`config.mk`:
```
export PLATFORM = sky130hd
export DESIGN_NAME = mem_arbiter
export DESIGN_NICKNAME = d
export VERILOG_FILES = /design/src/rtl/mem_arb_pkg.sv /design/src/rtl/rr_pick2.sv /design/src/rtl/mem_arbiter.sv
export SDC_FILE = /design/constraint.sdc
export NUM_CORES = 1
export LEC_CHECK = 0
export CELL_PAD_IN_SITES_DETAIL_PLACEMENT = 0
export CELL_PAD_IN_SITES_GLOBAL_PLACEMENT = 1
export CORE_AREA = 10 10 249 251
export DETAILED_ROUTE_END_ITERATION = 6
export DIE_AREA = 0 0 259 261
export PLACE_DENSITY = 0.78
export SLEW_MARGIN = 10
export SYNTH_ARGS = -nofsm -noshare
export SYNTH_HDL_FRONTEND = slang
export SYNTH_SLANG_ARGS = --single-unit
```
`constraint.sdc`:
```
create_clock -name clock -period 30.3 [get_ports clock]
set_clock_uncertainty 0.15 [all_clocks]
set_input_delay 4.545 -clock clock [delete_from_list [all_inputs] [get_ports clock]]
set_output_delay 4.545 -clock clock [all_outputs]
set_load 0.05 [all_outputs]
```
`src/rtl/mem_arb_pkg.sv`:
```
// Shared types and defaults for the two-port memory arbiter.
package mem_arb_pkg;

    // Default block address width (tag+index) and block data width.
    localparam int MEM_ADDR_W  = 6;
    localparam int MEM_BLOCK_W = 128;

    // Arbiter sequencing states.
    typedef enum logic [2:0] {
        IDLE    = 3'd0,
        I_ISSUE = 3'd1,
        I_WAIT  = 3'd2,
        I_DONE  = 3'd3,
        D_ISSUE = 3'd4,
        D_WAIT  = 3'd5,
        D_DONE  = 3'd6
    } state_t;

    // Grant-port encoding, also used for the last-grant history bit.
    typedef enum logic {
        PORT_I = 1'b0,
        PORT_D = 1'b1
    } port_t;

endpackage

```
`src/rtl/rr_pick2.sv`:
```
// Two-way round-robin select: a lone requester wins; on a tie the port
// that was not granted last time wins.
import mem_arb_pkg::*;

module rr_pick2 (
    input  logic  req_i,
    input  logic  req_d,
    input  port_t last_grant,
    output logic  grant_valid,
    output port_t grant
);

    // Combinational pick between the two pending bits.
    always_comb begin
        grant_valid = req_i | req_d;
        grant       = PORT_I;
        if (req_i && req_d) begin
            grant = (last_grant == PORT_D) ? PORT_I : PORT_D;
        end else if (req_d) begin
            grant = PORT_D;
        end
    end

endmodule

```
`src/rtl/mem_arbiter.sv`:
```
// Arbiter sharing one block-wide memory port between the icache refill
// path and the dcache refill/write-back path. Requests are level-held
// busywait style; the winner's address/operation are latched at grant
// and the fetched block is returned on the matching readdata output.
import mem_arb_pkg::*;

module mem_arbiter #(
    parameter int ADDR_W  = MEM_ADDR_W,
    parameter int BLOCK_W = MEM_BLOCK_W
) (
    input  logic               clock,
    input  logic               reset,
    // icache side
    input  logic               i_read,
    input  logic [ADDR_W-1:0]  i_address,
    output logic [BLOCK_W-1:0] i_readdata,
    output logic               i_busywait,
    // dcache side
    input  logic               d_read,
    input  logic               d_write,
    input  logic [ADDR_W-1:0]  d_address,
    input  logic [BLOCK_W-1:0] d_writedata,
    output logic [BLOCK_W-1:0] d_readdata,
    output logic               d_busywait,
    // memory side
    output logic               mem_read,
    output logic               mem_write,
    output logic [ADDR_W-1:0]  mem_address,
    output logic [BLOCK_W-1:0] mem_writedata,
    input  logic [BLOCK_W-1:0] mem_readdata,
    input  logic               mem_busywait
);

    state_t               state_q, state_d;
    port_t                last_grant_q, last_grant_d;
    logic                 mem_read_q, mem_read_d;
    logic                 mem_write_q, mem_write_d;
    logic [ADDR_W-1:0]    mem_address_q, mem_address_d;
    logic [BLOCK_W-1:0]   mem_writedata_q, mem_writedata_d;
    logic [BLOCK_W-1:0]   i_readdata_q, i_readdata_d;
    logic [BLOCK_W-1:0]   d_readdata_q, d_readdata_d;

    logic                 d_pending;
    logic                 grant_valid;
    port_t                grant;

    assign d_pending = d_read | d_write;

    rr_pick2 u_pick (
        .req_i       (i_read),
        .req_d       (d_pending),
        .last_grant  (last_grant_q),
        .grant_valid (grant_valid),
        .grant       (grant)
    );

    // Next-state and next-output computation for the arbiter sequence.
    always_comb begin
        state_d         = state_q;
        last_grant_d    = last_grant_q;
        mem_read_d      = mem_read_q;
        mem_write_d     = mem_write_q;
        mem_address_d   = mem_address_q;
        mem_writedata_d = mem_writedata_q;
        i_readdata_d    = i_readdata_q;
        d_readdata_d    = d_readdata_q;

        unique case (state_q)
            IDLE: begin
                if (grant_valid) begin
                    last_grant_d = grant;
                    if (grant == PORT_I) begin
                        state_d       = I_ISSUE;
                        mem_address_d = i_address;
                        mem_read_d    = 1'b1;
                        mem_write_d   = 1'b0;
                    end else begin
                        state_d       = D_ISSUE;
                        mem_address_d = d_address;
                        // A simultaneous read+write request is treated as a write.
                        if (d_write) begin
                            mem_read_d      = 1'b0;
                            mem_write_d     = 1'b1;
                            mem_writedata_d = d_writedata;
                        end else begin
                            mem_read_d      = 1'b1;
                            mem_write_d     = 1'b0;
                        end
                    end
                end
            end
            // Memory gets one full cycle to raise busywait before it is sampled.
            I_ISSUE: state_d = I_WAIT;
            D_ISSUE: state_d = D_WAIT;
            I_WAIT: begin
                if (!mem_busywait) begin
                    state_d      = I_DONE;
                    mem_read_d   = 1'b0;
                    mem_write_d  = 1'b0;
                    i_readdata_d = mem_readdata;
                end
            end
            D_WAIT: begin
                if (!mem_busywait) begin
                    state_d     = D_DONE;
                    mem_read_d  = 1'b0;
                    mem_write_d = 1'b0;
                    // The latched strobe tells whether this was a refill.
                    if (mem_read_q) begin
                        d_readdata_d = mem_readdata;
                    end
                end
            end
            I_DONE:  state_d = IDLE;
            D_DONE:  state_d = IDLE;
            default: state_d = IDLE;
        endcase
    end

    // State and registered outputs; reset abandons any transaction at once.
    always_ff @(posedge clock or posedge reset) begin
        if (reset) begin
            state_q         <= IDLE;
            last_grant_q    <= PORT_D;
            mem_read_q      <= 1'b0;
            mem_write_q     <= 1'b0;
            mem_address_q   <= '0;
            mem_writedata_q <= '0;
            i_readdata_q    <= '0;
            d_readdata_q    <= '0;
        end else begin
            state_q         <= state_d;
            last_grant_q    <= last_grant_d;
            mem_read_q      <= mem_read_d;
            mem_write_q     <= mem_write_d;
            mem_address_q   <= mem_address_d;
            mem_writedata_q <= mem_writedata_d;
            i_readdata_q    <= i_readdata_d;
            d_readdata_q    <= d_readdata_d;
        end
    end

    assign mem_read      = mem_read_q;
    assign mem_write     = mem_write_q;
    assign mem_address   = mem_address_q;
    assign mem_writedata = mem_writedata_q;
    assign i_readdata    = i_readdata_q;
    assign d_readdata    = d_readdata_q;

    // Requesters are released only during their own DONE cycle.
    assign i_busywait = i_read    & (state_q != I_DONE);
    assign d_busywait = d_pending & (state_q != D_DONE);

endmodule

```
### Word-level counts from Yosys, hierarchy flattened

Cells that the tools add are included.
Widths: inputs -> output; s select.

| storage, ports and cells | value |
|---|---|
| register bits | 396 |
| input port bits | 274 |
| output and inout port bits | 394 |
| word-level logic and storage cells | 51 |

| operators by class | value |
|---|---|
| equal/unequal tests | 10 |
| mux-type cells | 18 |
| bitwise gates (word level) | 5 |
| reduce and logical (&&, ||, !) cells | 10 |

Operators with widths:

| operator | count |
|---|---|
| $pmux 3 s5 | 1 |
| $mux 3 | 4 |
| $mux 1 | 10 |
| $reduce_and 3->1 | 3 |
| $ne 2x2->1 const B | 4 |
| $eq 3x3->1 const B | 2 |
| $mux 6 | 1 |
| $pmux 1 s2 | 2 |
| $reduce_and 2->1 | 2 |
| $reduce_and 4->1 | 1 |
| $eq 3x1->1 const B | 1 |
| $eq 3x2->1 const B | 1 |
| $logic_not 3->1 | 1 |
| $ne 3x2->1 const B | 1 |
| $ne 3x3->1 const B | 1 |
| $and 1x1->1 | 2 |
| $or 1x1->1 | 2 |
| $reduce_bool 2->1 | 1 |
| $reduce_or 2->1 | 1 |
| $logic_and 1x1->1 | 1 |
| $not 1->1 | 1 |

### Depth between registers and ports, before layout

Gate-level depths: netlist of the first run.

| depth | value |
|---|---|
| depth after elaboration | 6 |
| gate-level depth with buffers | 7 |
| depth with buffers taken out | 3 |

### Hierarchy

Synthesis of the first run repeated with hierarchy kept, for this count alone.

| second synthesis, totals | value |
|---|---|
| cells, all modules | 877 |
| area, all modules | 14785.4 µm² |

By module, submodules not included:

| module | times used | cells an instance | area an instance (µm²) | seq. area each (µm²) |
|---|---|---|---|---|
| mem_arbiter | 1 | 875 | 14771.7 | 9910.8 |
| rr_pick2 | 1 | 2 | 13.8 | 0.0 |

### Worst setup path before layout of the first run

Ideal clock, no wire load.

| path | value |
|---|---|
| path type | input port to output port |
| from | input port d_read |
| to | output port d_busywait |
| data arrival time | 4.970 ns |
| required time | 25.605 ns |
| slack | 20.635 ns |
| cell stages on the path | 1 |
| buffers on the path | 0 |
| cells stage by stage | o22a_1 |

| on the way | value |
|---|---|
| word-level cells in the longest chain between the ends | 2 |

RTL lines:

| item | RTL line | source |
|---|---|---|
| start, declared | mem_arbiter.sv:19 | `input logic d_read,` |
| $or 1x1->1 | mem_arbiter.sv:47 | `assign d_pending = d_read \| d_write;` |
| $and 1x1->1 | mem_arbiter.sv:152 | `assign d_busywait = d_pending & (state_q != D_DONE);` |
| end, declared | mem_arbiter.sv:24 | `output logic d_busywait,` |

Every way passes these cells.

### Final worst setup path of the first run

| path | value |
|---|---|
| from | input port d_write |
| to | output port d_busywait |

| on the way | value |
|---|---|
| word-level cells in the longest chain between the ends | 2 |

RTL lines:

| item | RTL line | source |
|---|---|---|
| start, declared | mem_arbiter.sv:20 | `input logic d_write,` |
| $or 1x1->1 | mem_arbiter.sv:47 |  |
| $and 1x1->1 | mem_arbiter.sv:152 |  |

Every way passes these cells.

==> results of run 1 <==
## sequential cells by signal, indices dropped and copies added, names as in the netlist
| name | flops |
|---|---|
| i_readdata | 128 |
| last_grant_q | 1 |
| mem_writedata | 128 |
| mem_read | 1 |
| mem_write | 1 |
| state_q | 3 |
| mem_address | 6 |
| d_readdata | 128 |
## area by class of cell
class,instances,share of cell area
timing repair buffer,676,0.283
antenna,3,0.000314
tap,765,0.0401
clock buffer,69,0.0568
clock inverter,9,0.00624
sequential,396,0.415
inverter,3,0.000786
multi-input combinational,433,0.198
## stage by stage
stage | utilization | cell area (um^2) | worst slack [ns]
2_1_floorplan | - | 15100 | 14.60
4_1_cts | 0.418 | 23900 | 19.53
3_3_place_gp | 0.391 | 22400 | 19.54
6_report | 0.418 | 23900 | 19.53
3_5_place_dp | 0.391 | 22400 | 19.54
5_1_grt | 0.418 | 23900 | 19.49
## layer usage
metal | track usage | wire length, um | up-vias | share of wire
li1 | - | - | 4488 | -
met3 | 0.0621 | 5210 | 71 | 0.10
met5 | 0 | 0 | - | 0
met4 | 0.0438 | 1240 | 0 | 0.025
met1 | 0.145 | 17800 | 5060 | 0.35
met2 | 0.250 | 25800 | 439 | 0.52
## kinds of logic (layout without fill, tap and decap cells)
logic type / after synthesis / after routing / share of synthesized area
buffers and inverters: 51 / 757 / 0.0349
muxes: 390 / 390 / 0.292
DFF: 396 / 396 / 0.655
and+or+nand+nor: 18 / 18 / 0.00794
AOI/OAI and AO/OA: 25 / 25 / 0.0104
other: 0 / 3 / 0
## worst max-delay path by stage
stage,endpoint,cells after the start,from
finish,d_busywait,3,d_write
global route,d_busywait,3,d_write
CTS,d_busywait,3,d_write
detailed placement,d_busywait,3,d_write
global placement,d_busywait,3,d_write
floorplan,d_readdata[0],1,reset
## layout by cell type, fill, tap and decap left out, drive strengths merged, types with 2 or more instances in the layout
cell type / Yosys / routed
a21oi: 13 / 13
a31oi: 2 / 2
buf: 46 / 9
bufinv: 0 / 4
clkbuf: 2 / 69
clkdlybuf4s50: 0 / 667
clkinv: 0 / 5
dfrtp: 395 / 395
diode: 0 / 3
inv: 3 / 3
mux2: 384 / 384
mux2i: 6 / 6
nand2: 7 / 7
o21a: 2 / 2
==> results.json, run 1 <==
{
  "holdPathEnd": "mem_writedata[5]",
  "grt_overflow_total": 0,
  "fp.coreArea_um2": 57100,
  "syn_nets": 1154,
  "hold-path-cell-count": 1,
  "rows": 88,
  "post-route-period-util": 0.356,
  "ant_nets": 0,
  "r2r_cells": 5,
  "synth_edf_count": 0,
  "synth_seq_cells": 396,
  "critPathMaxStageDelay_ns": 0.81,
  "cts_tree": "built",
  "grt_pass1_wl_mm": 72.6,
  "cts_htree_levels": 2,
  "io_pins": 668,
  "synth_common_cells": "dfrtp_1 (395), mux2_2 (366), buf_4 (20)",
  "path_cells": "clkdlybuf4s50_1 > o22a_1 > clkdlybuf4s50_1",
  "cts_hold_buf": 0,
  "hold_path.startpoint": "mem_writedata[5]",
  "drt_pass1_iterations": 4,
  "grt_max_degree": 158,
  "r2r_setup_slack_ns": 26.54,
  "multi_input_area_um2": 4720,
  "route.detailed.drc": 0,
  "rsz0062_at_grt": "no",
  "antenna_found_initial": 2,
  "ys_seq_area_frac": 0.655,
  "synth_top_area_share": 0.653,
  "cts_setup_buffers": 0,
  "dr_total_vias": 10100,
  "max_slew.worst_pin.slew_ns": 1.17,
  "max_slew_margin": 0.217,
  "cp-end-kind": "output pin",
  "setup_viol": 0,
  "run_status": "finished clean",
  "cts_root_buf": "clkbuf_16",
  "final-max-slew-violation-count": 0,
  "crit_top_cell": "clkdlybuf4s50_1",
  "grt_usage": 0.140,
  "synth.most_common_cell": "dfrtp_1",
  "cts.clk_slew.worst_paths_ns": 0.06,
  "fin_setup_tns_ns": 0,
  "ys.warnings.count": 0,
  "n_fill_cell": 5183,
  "hp-class": "flop to flop",
  "insertion_delay_ns": 0.54,
  "drive_gt1_frac": 0.291,
  "max_freq_mhz": 92.8,
  "clkSinkCount": 396,
  "placedCellCount": 2273,
  "via_per_inst": 4.27,
  "dieArea_um2": 67600,
  "die_h_um": 261,
  "syn2layout_area_growth_pct": 57.7,
  "syn_area_um2": 15100,
  "place_congestion": 0.776,
  "cpMaxStageDelayCell": "clkdlybuf4s50_1",
  "synthCells": 880,
  "crit_fanout": 5,
  "wl_per_cell_um": 21.3,
  "seqCellArea_um2": 9910,
  "hpwl_mm": 38.2,
  "synth_ff_type": "dfrtp_1",
  "dr.first_iter.drc_count": 329,
  "nNetsFinal": 1828,
  "cts_buffers": 44,
  "r2r-start": "state_q[0]",
  "worst-path-buf-inv": 2,
  "synth_cell_type_count": 36,
  "cts_resized": 0,
  "die_w_um": 259,
  "avgSynthCellArea_um2": 17.2,
  "fin_hold_ws_ns": 0.340,
  "start_util": 0.265,
  "crit_arrival_ns": 6.08,
  "io_buffer_count": 667,
  "first_global_vias": 11200,
  "routed_wl_mm": 50.1,
  "path_class": "input pin to output pin",
  "worstPathRequired_ns": 25.61,
  "synth_top_area_cell": "dfrtp_1",
  "period_needed_ns": 10.77,
  "maxCapViolCount": 0,
  "synth-async-reset-ratio": 1.00,
  "stdcell_count": 2354,
  "cts.path.max_buffers": 3,
  "regToRegEndpoint": "mem_writedata[120]",
  "hold_viol": 0,
  "start_kind": "input pin",
  "critPathTopFamily": "buffers and inverters",
  "synth_area_leaders": "dfrtp_1 (65%), mux2_2 (27%), buf_12 (1.3%)"
}
Power of run 1 is left out: the tool's default activity adds up to more than one toggle a clock period on the data nets, which glitch-free logic cannot reach.
==> inputs of run 2 (changes only) <==
--- a/config.mk
+++ b/config.mk
@@ -7,10 +7,10 @@
 export LEC_CHECK = 0
 export CELL_PAD_IN_SITES_DETAIL_PLACEMENT = 0
 export CELL_PAD_IN_SITES_GLOBAL_PLACEMENT = 1
-export CORE_AREA = 10 10 249 251
+export CORE_AREA = 10 10 250 252
 export DETAILED_ROUTE_END_ITERATION = 6
-export DIE_AREA = 0 0 259 261
-export PLACE_DENSITY = 0.78
+export DIE_AREA = 0 0 260 262
+export PLACE_DENSITY = 0.8
 export SLEW_MARGIN = 10
 export SYNTH_ARGS = -nofsm -noshare
 export SYNTH_HDL_FRONTEND = slang
==> constraint.sdc (replaced) <==
create_clock -name clock -period 8.8 [get_ports clock]
set_clock_uncertainty 0.15 [all_clocks]
set_input_delay 1.32 -clock clock [delete_from_list [all_inputs] [get_ports clock]]
set_output_delay 1.32 -clock clock [all_outputs]
set_load 0.05 [all_outputs]
==> run 2 against run 1 <==
Effect of this change: die area is 0.77% higher; count of clock-buffer cells in the layout is 2 lower; register-to-register slack worse by 21 ns; final cell count is 0.21% lower; sequential share of layout area is 0.094 points higher; critical endpoint unchanged.
==> results.json, run 2 (synthesis results as in run 1) <==
{
  "ant_nets": 0,
  "maxCapViolCount": 0,
  "max_freq_mhz": 232,
  "cts_root_buf": "clkbuf_16",
  "antenna_cells": 0,
  "r2r-start": "state_q[0]",
  "n_fill_cell": 5242,
  "path_cells": "clkdlybuf4s50_1 > o22a_1 > clkdlybuf4s50_1",
  "via_per_inst": 4.31,
  "final_common_cell": "clkdlybuf4s50_1",
  "cp.depth": 3,
  "hold-path-cell-count": 1,
  "cts_hold_buf": 0,
  "crit_path_start": "d_read",
  "cts_resized": 0,
  "die_w_um": 260,
  "cts.path.max_buffers": 3,
  "first_global_vias": 11200,
  "syn2layout_area_growth_pct": 57.4,
  "grt_max_degree": 167,
  "cp-endpoint": "d_busywait",
  "seqCellArea_um2": 9910,
  "rows": 88,
  "start_kind": "input pin",
  "placedCellCount": 2273,
  "r2r_setup_slack_ns": 5.96,
  "wl_per_cell_um": 22.2,
  "stdcell_count": 2349,
  "period_needed_ns": 4.32,
  "crit_arrival_ns": 2.85,
  "max_slew_margin": 0.292,
  "hold_viol": 0,
  "worstPathRequired_ns": 7.33,
  "insertion_delay_ns": 0.54,
  "dr.first_iter.drc_count": 414,
  "hpwl_mm": 39.8,
  "post-route-period-util": 0.491,
  "drt_pass1_iterations": 4,
  "critPathMaxStageDelay_ns": 0.81,
  "crit_fanout": 4,
  "cp-end-kind": "output pin",
  "drive_gt1_frac": 0.287,
  "regToRegEndpoint": "mem_writedata[113]",
  "fin_setup_tns_ns": 0,
  "grt_pass1_wl_mm": 74.5,
  "cts_htree_levels": 2,
  "hp-class": "flop to flop",
  "cts_tree": "built",
  "clkSinkCount": 396,
  "multi_input_area_um2": 4720,
  "place_congestion": 0.808,
  "worst-path-buf-inv": 2,
  "cts_setup_buffers": 0,
  "grt_usage": 0.146,
  "die_h_um": 262,
  "grt_overflow_total": 0,
  "final-max-slew-violation-count": 0,
  "crit_top_cell": "clkdlybuf4s50_1",
  "max_slew.worst_pin.slew_ns": 1.06,
  "route.detailed.drc": 0,
  "io_buffer_count": 667,
  "start_util": 0.264,
  "dr_total_vias": 10100,
  "rsz0062_at_grt": "no",
  "fp.coreArea_um2": 57400,
  "routed_wl_mm": 52.2,
  "setup_viol": 0,
  "dieArea_um2": 68100,
  "cts.clk_slew.worst_paths_ns": 0.06,
  "cpMaxStageDelayCell": "clkdlybuf4s50_1",
  "antenna_found_initial": 6,
  "path_class": "input pin to output pin",
  "cts_buffers": 44,
  "critPathTopFamily": "buffers and inverters",
  "run_status": "finished clean",
  "nNetsFinal": 1828,
  "final_cell_mix": "clkdlybuf4s50_1 (667), dfrtp_1 (395), mux2_2 (366)",
  "r2r_cells": 4,
  "io_pins": 668
}
## run 2: cell types whose count changed in the layout (fill, tap and decap cells not counted), sizes merged
cell      change
clkbuf        -2
clkinv        -1
clkinvlp      +1
diode         -3
## run 2: final cells by class
type / instances / share of cell area
Timing Repair Buffer: 676 / 0.285
Clock inverter: 9 / 0.00667
Multi-Input combinational cell: 433 / 0.198
Clock buffer: 67 / 0.0537
Inverter: 3 / 0.000630
Tap cell: 765 / 0.0402
Sequential cell: 396 / 0.416
## run 2: per-stage QoR
step	instance area, um^2	util	hold WS (ns)	setup slack [ns]
floorplan	15100	-	0.313	2.00
global placement	22400	0.390	0.317	4.46
global route	23800	0.415	0.356	4.43
CTS	23800	0.415	0.341	4.48
finish	23800	0.415	0.339	4.48
detailed placement	22400	0.390	0.329	4.49
## run 2: worst register-to-register path, cell delays in order, from the launching register on
cell and delay (ns):
dfrtp_1 0.53, nor3_4 0.43, and3_4 0.41, buf_4 0.70, mux2_2 0.51
## run 2: per-layer routing
layer,up-vias,GRT usage,wire length [um]
li1,4470,-,-
met1,5108,0.146,17700
met2,456,0.259,27000
met3,90,0.0685,5760
met4,6,0.0549,1750
met5,-,0,34
## run 2: how the worst min path moves through the flow
stage                                   to        startpoint  slack (ns)
after floorplan               last_grant_q      last_grant_q        0.31
after global placement    mem_writedata[1]  mem_writedata[1]        0.32
after detailed placement  mem_writedata[1]  mem_writedata[1]        0.33
after CTS                 mem_writedata[1]  mem_writedata[1]        0.34
after global routing      mem_writedata[0]  mem_writedata[0]        0.36
final                     mem_writedata[5]  mem_writedata[5]        0.34
Power of run 2 is left out for the same reason.
